[config.mk]
export PLATFORM = sky130hd
export DESIGN_NAME = pwm_duty_ramp
export DESIGN_NICKNAME = d
export VERILOG_FILES = /design/src/rtl/pwm_pkg.sv /design/src/rtl/pwm_period_counter.sv /design/src/rtl/pwm_duty_ramp.sv
export SDC_FILE = /design/constraint.sdc
export NUM_CORES = 1
export LEC_CHECK = 0
export ABC_AREA = 1
export BUFFER_PORTS_ARGS = -buffer_cell sky130_fd_sc_hd__buf_2
export CORE_MARGIN = 3
export CORE_UTILIZATION = 57
export CTS_CLUSTER_SIZE = 8
export DETAILED_ROUTE_END_ITERATION = 12
export PLACE_DENSITY = 0.75
export SYNTH_ARGS = -nofsm -noshare
export SYNTH_HDL_FRONTEND = slang
export SYNTH_SLANG_ARGS = --single-unit
export TNS_END_PERCENT = 100
[constraint.sdc]
create_clock -name clk -period 8.1 [get_ports clk]
set_input_delay 0.81 -clock clk [delete_from_list [all_inputs] [get_ports clk]]
set_output_delay 0.81 -clock clk [all_outputs]
set_load 0.01 [all_outputs]
[src/rtl/pwm_pkg.sv]
// Shared definitions for the pwm feeder blocks: default counter width and the
// saturating slew helper that moves a duty word toward its target.
`timescale 1ns/1ps
package pwm_pkg;

  localparam int PWM_WIDTH = 8;

  // Helper operates at a fixed wide width so any feeder width up to 31 bits can
  // zero-extend into it and truncate the result back.
  localparam int CALC_W = 32;

  typedef logic [CALC_W-1:0] calc_t;

  // Next threshold one period later: jump when step is 0 or the gap is small,
  // otherwise move by exactly step toward tgt (never passes tgt, so no wrap).
  function automatic calc_t step_toward(input calc_t cur, input calc_t tgt, input calc_t step);
    logic [CALC_W:0] diff;
    if (tgt >= cur) begin
      diff = {1'b0, tgt} - {1'b0, cur};
    end else begin
      diff = {1'b0, cur} - {1'b0, tgt};
    end
    if ((step == '0) || (diff <= {1'b0, step})) begin
      return tgt;
    end else if (tgt > cur) begin
      return cur + step;
    end else begin
      return cur - step;
    end
  endfunction

endpackage

[src/rtl/pwm_period_counter.sv]
// Free-running period counter shared with the pwm stage; flags the first cycle
// of every period except the one straight out of reset.
`timescale 1ns/1ps
module pwm_period_counter
  import pwm_pkg::*;
#(
  parameter int WIDTH = PWM_WIDTH
) (
  input  logic             clk,
  input  logic             rst_n,
  output logic [WIDTH-1:0] cnt,
  output logic             period_start
);

  logic [WIDTH-1:0] cnt_reg;
  logic             period_start_reg;
  logic             wrap;

  assign wrap = (cnt_reg == {WIDTH{1'b1}});

  always_ff @(posedge clk or negedge rst_n) begin
    if (!rst_n) begin
      cnt_reg          <= '0;
      period_start_reg <= 1'b0;
    end else begin
      cnt_reg          <= cnt_reg + 1'b1;
      period_start_reg <= wrap;
    end
  end

  assign cnt          = cnt_reg;
  assign period_start = period_start_reg;

endmodule

[src/rtl/pwm_duty_ramp.sv]
// Duty-word feeder for pwm: takes targets over valid/ready and slews the
// threshold toward them by at most STEP counts, updating only at period wrap.
`timescale 1ns/1ps
module pwm_duty_ramp
  import pwm_pkg::*;
#(
  parameter int WIDTH = PWM_WIDTH,
  parameter int STEP  = 1,
  parameter int INIT  = 0
) (
  input  logic             clk,
  input  logic             rst_n,
  input  logic [WIDTH-1:0] s_target,
  input  logic             s_valid,
  output logic             s_ready,
  output logic [WIDTH-1:0] threshold,
  output logic             period_start,
  output logic             busy
);

  localparam logic [WIDTH-1:0] INIT_W = WIDTH'(INIT);
  localparam calc_t            STEP_W = CALC_W'(STEP);

  logic [WIDTH-1:0] cnt;
  logic             wrap;
  logic             xfer;
  logic [WIDTH-1:0] tgt_eff;

  logic [WIDTH-1:0] threshold_reg, threshold_next;
  logic [WIDTH-1:0] target_reg, target_next;
  logic [WIDTH-1:0] pend_reg, pend_next;
  logic             pend_vld_reg, pend_vld_next;
  logic             busy_reg, busy_next;

  pwm_period_counter #(
    .WIDTH(WIDTH)
  ) u_period_counter (
    .clk         (clk),
    .rst_n       (rst_n),
    .cnt         (cnt),
    .period_start(period_start)
  );

  assign wrap    = &cnt;
  assign s_ready = ~pend_vld_reg;
  assign xfer    = s_valid && s_ready;

  always_comb begin
    threshold_next = threshold_reg;
    target_next    = target_reg;
    pend_next      = pend_reg;
    pend_vld_next  = pend_vld_reg;
    tgt_eff        = pend_vld_reg ? pend_reg : target_reg;

    if (wrap) begin
      target_next    = tgt_eff;
      pend_vld_next  = 1'b0;
      threshold_next = WIDTH'(step_toward(CALC_W'(threshold_reg), CALC_W'(tgt_eff), STEP_W));
    end

    // Applied after the wrap update so a transfer on the wrap edge waits a period.
    if (xfer) begin
      pend_next     = s_target;
      pend_vld_next = 1'b1;
    end

    busy_next = pend_vld_next || (threshold_next != target_next);
  end

  always_ff @(posedge clk or negedge rst_n) begin
    if (!rst_n) begin
      threshold_reg <= INIT_W;
      target_reg    <= INIT_W;
      pend_reg      <= '0;
      pend_vld_reg  <= 1'b0;
      busy_reg      <= 1'b0;
    end else begin
      threshold_reg <= threshold_next;
      target_reg    <= target_next;
      pend_reg      <= pend_next;
      pend_vld_reg  <= pend_vld_next;
      busy_reg      <= busy_next;
    end
  end

  assign threshold = threshold_reg;
  assign busy      = busy_reg;

endmodule
==> metrics <==
logic gate share of total power 0.018; mux contribution to synthesized area 0.0301; P_int 243 uW; share of cells above drive strength 1 0.132; relative contribution of sequential cells to total power 0.578; switching share of total power 0.197; cell type of the slowest stage on the worst timing path sky130_fd_sc_hd__dfrtp_1; DRC Markers 0; Synth area leader sky130_fd_sc_hd__dfrtp_1; simple-gate share of the synthesized area 0.333; most frequent cells after synthesis sky130_fd_sc_hd__nand2_1 (119), sky130_fd_sc_hd__inv_1 (76), sky130_fd_sc_hd__nand3_1 (49); unrepaired setup endpoints after global routing false; Post-CTS Repair Setup Buffers 0; Core Util, Final 0.657; Reg area 876 um2; Worst Path Class, Setup reg -> reg; primary flip-flop cell chosen by synthesis mapping sky130_fd_sc_hd__dfrtp_1; Via Count 2720; proportion of netlist area held by the largest area contributor 0.292; kind of end point of the critical path flip-flop; fillers 461; source-to-sink clock delay at the later pin of the worst-skew pair 0.28 ns; remaining number of nets flagged by the antenna check after routing 0; Post-DP HPWL 5.69 mm; Setup Skew 0.00598 ns; number of I/O pins 22; final total negative setup slack 0 ns; Static Leakage 1.97 nW; hold buffers post-CTS 0; required time worst endpoint 8.26 ns; finished layout cell area 3230 um2; starting density of the core 0.610; peak supply drop 0.115 mV; actual transition at the worst max-transition pin 0.826 ns; count of inserted antenna diode cells 0; number of buffer and inverter instances along the worst setup path 3; compound-cell area share of the yosys netlist 0.0768; horizontal extent of the die 78.5 um; CTS root buf sky130_fd_sc_hd__clkbuf_8; cells resized by post-CTS repair 0; outcome complete, no violations; number of global-route vias before repair 2707; global-route usage over all layers 0.252; area post-placement 3140 um2; top cells by area in the synthesized netlist sky130_fd_sc_hd__dfrtp_1 (29%), sky130_fd_sc_hd__nand2_1 (15%), sky130_fd_sc_hd__ha_1 (9.6%); Setup violations, final 0; max-capacitance violation count 0; mean instance size in the synthesized netlist 6.94 um2; largest stage delay on the critical path 0.46 ns; pwr/cell area 93.7 nW/um2; Clock H-tree levels 2; arrival time worst endpoint 4.67 ns; Post-synth EDFFs 0; kind of cell adding the most delay to the critical path simple AND/OR/NAND/NOR gates; total of flip-flops plus latches after synthesis 35; Mapped Area 3000 um2; power share of the clock group 0.405; final cycle utilization of the critical path 0.557; highest net fanout along the worst path 11; total chip power 303 uW; CTS clk-pin slew, worst paths 0.06 ns; number of standard cells after synthesis 432; synthesized-area fraction occupied by xor and xnor cells 0.0380; number of clock sinks 35; Area growth, synth to finish 7.72%; classification of the worst-slack hold path reg -> reg; yosys synthesis warning count 0; area occupied by multi-input gates 1780 um2; dpl cells 514; overall die area 6160 um2; CTS tree built; Core Region 4910 um2; overall die height 78.5 um; Sw Pwr 59.6 uW; routed vias/inst 5.22; pin count of the biggest net entering global routing 36; most common cell in the netlist sky130_fd_sc_hd__nand2_1; share of synthesized flip-flops with an asynchronous set or reset 1.00; cell row count 25; number of nets in the synthesized netlist 469; number of pins with negative max-slew slack in the final report 0; final period demand of the worst path 4.51 ns; initial detailed-routing violation count 222; worst slew margin relative to its limit 0.448; non-filler cells, final 521; final routed wire length divided by cell count 13.5 um; library cell appearing most often on the critical path sky130_fd_sc_hd__nand2_1; Hold Vio Cnt, Final 0; final layout net count 491; Max Clk Rate 222 MHz; Detailed Route WL 7.05 mm; number of iterations in the first detailed-routing pass 4; largest family of logic cells by synthesized area simple AND/OR/NAND/NOR gates; portion of the post-synthesis area used by sequential elements 0.292; Buffers on Ports 21; kind of start point of the critical path flip-flop; Overflow after GRT 0; number of antenna violations at the first check in global routing 0; CTS Buffer Depth 2; routability-driven placement congestion ratio 0.940; CTS buffer count 5; number of unique standard cell types used by synthesis 31; synthesized-area fraction occupied by adder cells 0.116; global-route wire length before repair 12.3 mm
-- cells in the final DEF, fill, tap and decap left out, drive strengths merged, types with 8 or more instances in the layout --
cell	instances
inv	79
buf	21
dfrtp	35
ha	23
nand3	50
xor2	9
a21oi	23
nand2	125
nor2	33
mux2	8
o21ai	15
or2	8
-- power groups by stage --
stage / registers, mW / clock network [mW] / logic (mW)
final: 0.175 / 0.122 / 0.00531
after global routing: 0.175 / 0.133 / 0.00625
after CTS: 0.175 / 0.126 / 0.00562
after detailed placement: 0.178 / 0 / 0.00559
after global placement: 0.178 / 0 / 0.00555
after floorplan: 0.178 / 0 / 0.0000448
-- per-layer routing --
metal,global-route usage,vias up,share of wire
met3,0.0287,20,0.053
met2,0.434,86,0.48
met1,0.317,1217,0.44
met4,0.107,0,0.029
met5,0,-,0
li1,-,1397,-
-- cells by family (layout without fill, tap and decap cells) --
group           after synthesis  in the layout
simple gates                224            224
buf+inv                      85            107
compound gates               41             41
flops                        35             35
fa+ha+maj                    26             26
xor+xnor                     13             13
mux                           8              8
-- area by class of cell --
cell class                      count  area share
Sequential cell                    35       0.271
Multi-Input combinational cell    312       0.551
Timing Repair Buffer               21      0.0326
Tap cell                           67      0.0260
Clock buffer                        6      0.0256
Inverter                           79      0.0919
Clock inverter                      1     0.00155
-- final timing paths --
path | from | end | slack (ns) | depth (start not counted)
min reg2reg | u_period_counter.cnt[0] | u_period_counter.cnt[0] | 0.45 | 1
max in group asynchronous | rst_n | u_period_counter.cnt[3] | 7.05 | 1
min in group asynchronous | rst_n | target_reg[0] | 0.59 | 1
min | u_period_counter.cnt[0] | u_period_counter.cnt[0] | 0.45 | 1
max | pend_vld_reg | busy | 3.59 | 25
max reg2reg | pend_vld_reg | busy | 3.59 | 25
-- per-stage QoR --
step / setup WS, ns / hold slack [ns]
floorplan: 4.28 / 0.421
global placement: 3.79 / 0.442
detailed placement: 3.60 / 0.443
CTS: 3.57 / 0.452
global route: 3.04 / 0.469
finish: 3.59 / 0.448
Power figures use the tool's default switching activity.
